File: config.mk
export PLATFORM = sky130hd
export DESIGN_NAME = ingress_flit_assembler
export DESIGN_NICKNAME = d
export VERILOG_FILES = /design/src/rtl/ingress_flit_assembler.sv
export SDC_FILE = /design/constraint.sdc
export NUM_CORES = 1
export LEC_CHECK = 0
export BUFFER_PORTS_ARGS = -buffer_cell sky130_fd_sc_hd__buf_2
export CAP_MARGIN = 20
export CORE_MARGIN = 2
export CORE_UTILIZATION = 48
export CTS_CLUSTER_DIAMETER = 200
export DETAILED_ROUTE_END_ITERATION = 8
export HOLD_SLACK_MARGIN = 0.15
export PLACE_DENSITY = 0.8
export RECOVER_POWER = 25
export SKIP_CTS_REPAIR_TIMING = 1
export SYNTH_ARGS = -nofsm -noshare
export SYNTH_HDL_FRONTEND = slang
export SYNTH_SLANG_ARGS = --single-unit
File: constraint.sdc
create_clock -name clk -period 4.7 [get_ports clk]
set_clock_uncertainty 0.15 [all_clocks]
set_input_delay 0.47 -clock clk [delete_from_list [all_inputs] [get_ports clk]]
set_output_delay 0.47 -clock clk [all_outputs]
set_load 0.02 [all_outputs]
File: src/rtl/ingress_flit_assembler.sv
// Receive-side flit reassembler: arbitrates four input links round-robin and
// rebuilds 3-header + 1-payload flit packets into a 96-bit header and 32-bit payload.
module ingress_flit_assembler #(
  parameter int ERR_CNT_WIDTH = 8
) (
  input  logic                     clk,
  input  logic                     rst_n,
  input  logic [159:0]             in_flit,
  input  logic [3:0]               in_valid,
  output logic [3:0]               in_ready,
  output logic [95:0]              header_out,
  output logic [31:0]              payload_out,
  output logic [1:0]               in_port,
  output logic [1:0]               src_link,
  output logic                     out_valid,
  input  logic                     out_ready,
  output logic                     err_pulse,
  output logic [ERR_CNT_WIDTH-1:0] err_count
);

  typedef enum logic [2:0] {ARB, HDR1, HDR2, PAY, OUT} state_t;

  state_t                   r_state;
  logic [1:0]               r_rr_ptr;
  logic [95:0]              r_hdr;
  logic [31:0]              r_pay;
  logic [1:0]               r_in_port;
  logic [1:0]               r_src_link;
  logic                     r_out_valid;
  logic                     r_err_pulse;
  logic [ERR_CNT_WIDTH-1:0] r_err_cnt;

  logic       w_any;
  logic [1:0] w_grant;
  logic [1:0] w_sel;
  logic [3:0] w_in_ready;
  logic       w_acc;
  logic       w_marker;
  logic [1:0] w_snd;
  logic [31:0] w_data;
  logic       w_err;
  logic       w_unused_rsvd;

  function automatic logic [ERR_CNT_WIDTH-1:0] sat_inc(input logic [ERR_CNT_WIDTH-1:0] v);
    return (&v) ? v : v + 1'b1;
  endfunction

  // Iterating downward leaves the nearest valid link at or after rr_ptr as the winner.
  always_comb begin
    logic [1:0] idx;
    w_any   = 1'b0;
    w_grant = r_rr_ptr;
    idx     = r_rr_ptr;
    for (int k = 3; k >= 0; k--) begin
      idx = r_rr_ptr + 2'(k);
      if (in_valid[idx]) begin
        w_any   = 1'b1;
        w_grant = idx;
      end
    end
  end

  assign w_sel = (r_state == ARB) ? w_grant : r_in_port;

  always_comb begin
    w_in_ready = '0;
    if (rst_n) begin
      case (r_state)
        ARB:             if (w_any) w_in_ready[w_grant] = 1'b1;
        HDR1, HDR2, PAY: if (in_valid[r_in_port]) w_in_ready[r_in_port] = 1'b1;
        default:         w_in_ready = '0;
      endcase
    end
  end

  assign w_acc = |w_in_ready;

  always_comb begin
    w_marker = 1'b0;
    w_snd    = '0;
    w_data   = '0;
    case (w_sel)
      2'd0: begin w_marker = in_flit[39];  w_snd = in_flit[33:32];   w_data = in_flit[31:0];    end
      2'd1: begin w_marker = in_flit[79];  w_snd = in_flit[73:72];   w_data = in_flit[71:40];   end
      2'd2: begin w_marker = in_flit[119]; w_snd = in_flit[113:112]; w_data = in_flit[111:80];  end
      default: begin w_marker = in_flit[159]; w_snd = in_flit[153:152]; w_data = in_flit[151:120]; end
    endcase
  end

  assign w_unused_rsvd = ^{in_flit[38:34], in_flit[78:74], in_flit[118:114], in_flit[158:154]};

  // A stray continuation in ARB or a fresh first flit mid-packet is a protocol error.
  assign w_err = w_acc && ((r_state == ARB) ? !w_marker : w_marker);

  always_ff @(posedge clk) begin
    if (!rst_n) begin
      r_state     <= ARB;
      r_rr_ptr    <= '0;
      r_hdr       <= '0;
      r_pay       <= '0;
      r_in_port   <= '0;
      r_src_link  <= '0;
      r_out_valid <= 1'b0;
      r_err_pulse <= 1'b0;
      r_err_cnt   <= '0;
    end else begin
      r_err_pulse <= w_err;
      if (w_err) r_err_cnt <= sat_inc(r_err_cnt);

      case (r_state)
        ARB: begin
          if (w_acc) begin
            if (w_marker) begin
              r_hdr[31:0] <= w_data;
              r_src_link  <= w_snd;
              r_in_port   <= w_grant;
              r_state     <= HDR1;
            end else begin
              r_rr_ptr <= w_grant + 2'd1;
            end
          end
        end
        HDR1, HDR2, PAY: begin
          if (w_acc) begin
            if (w_marker) begin
              r_hdr[31:0] <= w_data;
              r_src_link  <= w_snd;
              r_state     <= HDR1;
            end else begin
              case (r_state)
                HDR1: begin r_hdr[63:32] <= w_data; r_state <= HDR2; end
                HDR2: begin r_hdr[95:64] <= w_data; r_state <= PAY;  end
                default: begin
                  r_pay       <= w_data;
                  r_out_valid <= 1'b1;
                  r_state     <= OUT;
                end
              endcase
            end
          end
        end
        OUT: begin
          if (out_ready) begin
            r_out_valid <= 1'b0;
            r_rr_ptr    <= r_in_port + 2'd1;
            r_state     <= ARB;
          end
        end
        default: r_state <= ARB;
      endcase
    end
  end

  assign in_ready    = w_in_ready;
  assign header_out  = r_hdr;
  assign payload_out = r_pay;
  assign in_port     = r_in_port;
  assign src_link    = r_src_link;
  assign out_valid   = r_out_valid;
  assign err_pulse   = r_err_pulse;
  assign err_count   = r_err_cnt;

endmodule

After elaboration in Yosys (flattened, before gate mapping)
Cells that the tools add are included.

word-level totals
  register bits = 147
  ROM bits = 0
  logic and storage cells = 116
  output and inout port bits = 146
  bits in latches = 0
  bits of input ports = 167
  memories = 0
  RAM bits = 0

cells by class
  multiply operators = 0
  $lt $le $gt $ge = 8
  muxes and demuxes = 51
  reduce and logical (&&, ||, !) cells = 24
  add/sub/neg operators = 6
  shift-type cells = 0
  divide/modulo/power cells = 0
  bitwise gates (word level) = 3
  equality and inequality tests = 13

operators with widths
  cell                                                         number
  2-to-1 mux 32 bit                                            3
  one-hot mux 32 bit (3 select lines)                          1
  one-hot mux 32 bit (2 select lines)                          1
  AND reduction 4 bit                                          5
  less-than comparator 2 x 3 -> 1 bit (second input constant)  6
  2-to-1 mux 1 bit                                             16
  2-to-1 mux 2 bit                                             8
  2-to-1 mux 3 bit                                             5
  != test 2 bit (second input constant)                        7
  2-to-1 mux 4 bit                                             3
  binary-select mux 1 bit (select 2 bit)                       5
  one-hot mux 3 bit (3 select lines)                           1
  AND reduction 3 bit                                          3
  adder 8 x 1 -> 8 bit (second input constant)                 1
  one-hot mux 4 bit (2 select lines)                           1
  AND reduction 8 bit                                          1
  OR reduction 4 bit                                           2
  adder 2 x 1 -> 2 bit (second input constant)                 3
  equality test 3 x 2 -> 1 bit (second input constant)         2
  one-hot mux 2 bit (3 select lines)                           1
  one-hot mux 3 bit (2 select lines)                           1
  nonzero test 2 bit                                           3
  AND reduction 5 bit                                          1
  adder 2 bit (second input constant)                          2
  17 further kinds                                             23

Logic depth before layout (Yosys ltp)
  word-level depth = 17
  depth in mapped cells = 13

Least setup slack after synthesis
No wires, ideal clock.

  path type = register to register
  start point = register r_state[2]
  end point = register r_err_cnt[3], in the netlist err_count[3]
  buffers on the path = 3
  slack = 1,238 ps
  cell stages (with the launch flop) = 12
  data arrival time = 3,236 ps
  path through = dfxtp_1 buf_2 or3_1 buf_2 o41ai_2 buf_4 mux2i_2 mux2_2 ha_1 a311o_1 or3_1 a21boi_0

on the way
  word-level cells in the longest chain between the ends = 8

RTL lines
  item                                         RTL line    source
  start, declared                              23          state_t r_state;
  start signal, assigned                       97          r_state <= ARB;
  start signal, assigned                       117         r_state <= HDR1;
  start signal, assigned                       128         r_state <= HDR1;
  zero test 3 bit                              63, 68, 93
  2-to-1 mux 2 bit                             63          assign w_sel = (r_state == ARB) ? w_grant : r_in_port;
  equality test 2 bit (tied with other cells)  82          case (w_sel)
  one-hot mux 1 bit (3 select lines)           82
  zero test 1 bit                              93          assign w_err = w_acc && ((r_state == ARB) ? !w_marker : w_marker);
  2-to-1 mux 1 bit                             93
  logical AND 1 bit *                          93
  AND reduction 2 bit (no line) *              --
  end signal, assigned                         108         if (w_err) r_err_cnt <= sat_inc(r_err_cnt);
  end, declared                                31          logic [ERR_CNT_WIDTH-1:0] r_err_cnt;

Mark *: on every way between the ends. The rest lies on a longest branch, timed or not.
A chain may end at the register's enable or synchronous reset.

Final worst setup path
  start point = register r_state[2]
  end point = register r_err_cnt[4], in the netlist err_count[4]

The elaborated chain is that of the path after synthesis.

==> results list <==
- Least-Margin Pin Slew: 737 ps
* Sequential fraction of the synthesis area: roughly two fifths
* Dominant combinational cell family by area after synthesis: multiplexers
* Worst hold path type: primary input to flip-flop
- Leak Pwr: 4.54 nW
- Including well taps, the total number of placed cells is 1135.
- Leaving out fill and tap cells, the most frequent cells in the layout are 236 x mux2i_1, 218 x buf_2, 147 x dfxtp_1.
* H-Tree Depth: 4
* Critical R2R Capture: err_count[4]$_SDFFE_PN0P_
- Netlist area before placement: 7270 um2
- The floorplan step defined a core boundary enclosing 14600 um2.
- Filler Cell Count: roughly 1300
* Crit path arrival time: about 4000 ps
- The sequential cells in the finished layout cover a total of 2940 um2.
* Number of antenna violations at the first check in global routing: 1
- Fraction of final layout cells sized beyond drive strength 1: 27.9%
* Pin count of the biggest net entering global routing: 81
- After Yosys synthesis, full adders, half adders and majority gates account for less than 1% of the synthesized area.
- Share of the synthesized area in the top cell type: a little over 40%
* Simple logic cell fraction of the synthesized area: roughly 17%
- From bottom edge to top edge, the die measures roughly 130 um.
- The synthesized netlist devotes less than 1% of its cell area to XOR and XNOR gates.
- Critical path peak fanout: 10
- Number of design-rule violations left by the first detailed-router iteration: 189
- Register-to-Register Setup Slack: around 950 ps
* Category of the critical setup timing path: flip-flop to flip-flop
- Unrepaired setup endpoints after global routing: false
- For this run the aggregate overflow at the end of global routing stands at 0.
* Ports placed on the boundary: 313
- Averaged over all synthesized cells, the footprint is 10.5 um2.
- Final critical delay including setup and external delays: 3750 ps
- The number of global-route vias before repair is 5743.
* Setup Total Neg Slack: 0 ps
- The congestion estimate from routability-driven global placement came to 0.844.
- Global routing consumed, on the met3 layer, 6.11% of the routing resources.
- N_diodes: 0
* Root cell of the clock tree: clkbuf_16
- Number of design rule violations left after detail routing: 0
- Detail Route Antenna Nets: 0
- GR peak layer: met2
- The largest total area in the synthesized netlist belongs to dfxtp_1.
- The die is around 130 um wide.
- Most common library cell in the layout ignoring fill and taps: mux2i_1
- Total global-route track usage: a little under a quarter
- Synthesized instance count: just under 700
- In the final routed layout, each cell accounts on average for 16.1 um.
- Depth of the worst hold-timing path: 4
- After floorplanning, the core was divided into 44 placement rows.
- STA classifies the critical path endpoint as a flip-flop.
- At the worst endpoint, the required time is between 4000 and 5000 ps.
- In the synthesized netlist, mux cells make up 33.0% of the area.
- The worst hold path terminates at out_valid$_SDFFE_PN0P_.
- Effective utilization at floorplan: just under 50%
* Number of buffers inserted by port buffering: roughly 300
- # clock sinks: roughly 150
- Global routing consumed, on the met1 layer, 26.0% of the routing resources.
- Buffer depth of the longest clock path: 2
- Final layout net count: approximately 1100
* Worst vdd ir: about 0.00029 V
- Number of pins exceeding their max-slew limit in the final report: 0
- Launching element type of the critical path: flip-flop
- The worst hold path begins at out_ready.
- The die covers 16100 um2.
- Detailed placement HPWL: 13.6 mm
- Derived from the worst setup path, the maximum achievable clock frequency is 267 MHz.
- Multi-input gate area in the final layout: 4060 um2
* # Max-Cap Violations: 0
* Final cycle utilization of the critical path: around four fifths
- Yosys printed 0 warnings.
- In this run the tightest slew margin relative to its limit is 50.5%.
* Total wire length after detailed routing: 18.8 mm
- The final-report hold violation count was 0.
- Areal power density over the cells: 512 nW/um2
* Router iterations before antenna repair: 4
- After clock tree synthesis, the clock-pin slew on the worst setup and hold paths is around 60 ps.
- The flow ran to the end, and the final reports show no timing, DRC or antenna violations.
- Number of nets produced by synthesis: 861
- Global routing used 38.4% of the available met2 tracks.
- The area growth from synthesis to layout is 28.6%.
* Final setup violating endpoints: 0
- The worst register-to-register path begins at r_state[2]$_SDFFE_PN0P_.
* Post-synth top flop: dfxtp_1
- Synth Register Bits: 147
- Number of buffers inserted during clock tree synthesis: 17
- The worst register-to-register path has a depth of 10.
- Yosys mapped a number of flops with a built-in enable equal to 0.
* Top cells by area in the synthesized netlist: dfxtp_1 40%, mux2i_1 32%, nor2b_1 11%
- Via density per instance: about 5.1
- Counting flops with an async set or reset pin after synthesis yields a share of 0%.
- Unique masters post-synth: 49
- Clock latency on the worst-skew pair: roughly 420 ps
* Compound-gate portion of the synthesized area: under 10%
- TritonCTS built the clock tree.
- Global-route wire length before repair: 28.8 mm
- Final std cells w/o fill: 1167
- Detailed routing inserted a total of 5971 vias.
==> per-layer routing <==
layer	vias to the layer above	share of wire, %
met2	226	48
met3	50	6.5
met1	2727	42
li1	2966	-
met5	-	0.069
met4	2	3.7
==> sequential cells by signal, summed over array words and instances, names as in the netlist <==
register / flops
err_pulse: 1
src_link: 2
r_state: 3
err_count: 8
r_rr_ptr: 2
header_out: 96
out_valid: 1
in_port: 2
payload_out: 32
==> metrics by stage <==
step | area (um2) | hold slack, ps | utilization, % | setup slack, ps | power, mW
6_report | 9350 | 232 | 63.9 | 952 | 4.79
5_1_grt | 9350 | 231 | 63.9 | 734 | 5.06
4_1_cts | 9440 | 215 | 64.5 | 973 | 4.86
3_5_place_dp | 8850 | 343 | 60.4 | 997 | 3.50
3_3_place_gp | 8850 | 321 | 60.4 | 1050 | 3.47
2_1_floorplan | 7270 | 336 | - | 1240 | 2.97
==> cell usage after synthesis (7+ instances only) <==
library cell  instances
nor3_1                9
buf_2                 9
mux2i_1             236
nand2_1              17
nor2b_1             133
buf_4                13
dfxtp_1             147
clkbuf_1             18
nor2_1                8
and2_1               10
inv_1                 7
==> worst max-delay path by stage <==
| stage | start | endpoint | slack (ps) | cells past startpoint |
|---|---|---|---|---|
| after floorplan | r_state[2]$_SDFFE_PN0P_ | err_count[3]$_SDFFE_PN0P_ | 1240 | 11 |
| after global placement | r_state[2]$_SDFFE_PN0P_ | err_count[4]$_SDFFE_PN0P_ | 1050 | 10 |
| after detailed placement | r_state[2]$_SDFFE_PN0P_ | err_count[4]$_SDFFE_PN0P_ | 1000 | 10 |
| after CTS | r_state[2]$_SDFFE_PN0P_ | err_count[4]$_SDFFE_PN0P_ | 970 | 10 |
| after global routing | r_state[2]$_SDFFE_PN0P_ | err_count[6]$_SDFFE_PN0P_ | 730 | 10 |
| final | r_state[2]$_SDFFE_PN0P_ | err_count[4]$_SDFFE_PN0P_ | 950 | 10 |
==> power by group <==
group | internal (mW) | switching [mW] | leakage [nW]
combinational | 0.776 | 1.16 | 3.08
clock | 0.835 | 0.517 | 0.272
sequential | 1.40 | 0.0984 | 1.19
total | 3.02 | 1.78 | 4.54
==> cell families (layout without fill, tap and decap cells) <==
family	after synthesis	after routing
simple gates	207	207
fa+ha+maj	2	2
mux	239	239
flops	147	147
buf+inv	53	344
xor+xnor	8	8
compound gates	36	36
==> final cells by class <==
type / instances / area share, %
multi-input cells: 492 / 43.4
flip-flops and latches: 147 / 31.5
well taps: 184 / 2.46
clock buffers: 20 / 4.67
repair buffers: 305 / 16.0
clock inverters: 12 / 1.70
inverters: 7 / 0.281
==> critical path, stage by stage, from the launching register on <==
cell      delay [ps]
dfxtp_1          390
or3_1            530
o41ai_4          600
mux2i_2          280
buf_4            210
mux2_2           230
ha_1             280
a311oi_1         500
nand3_1          170
xnor2_1          150
and2_1           150
Power figures use the tool's default switching activity.
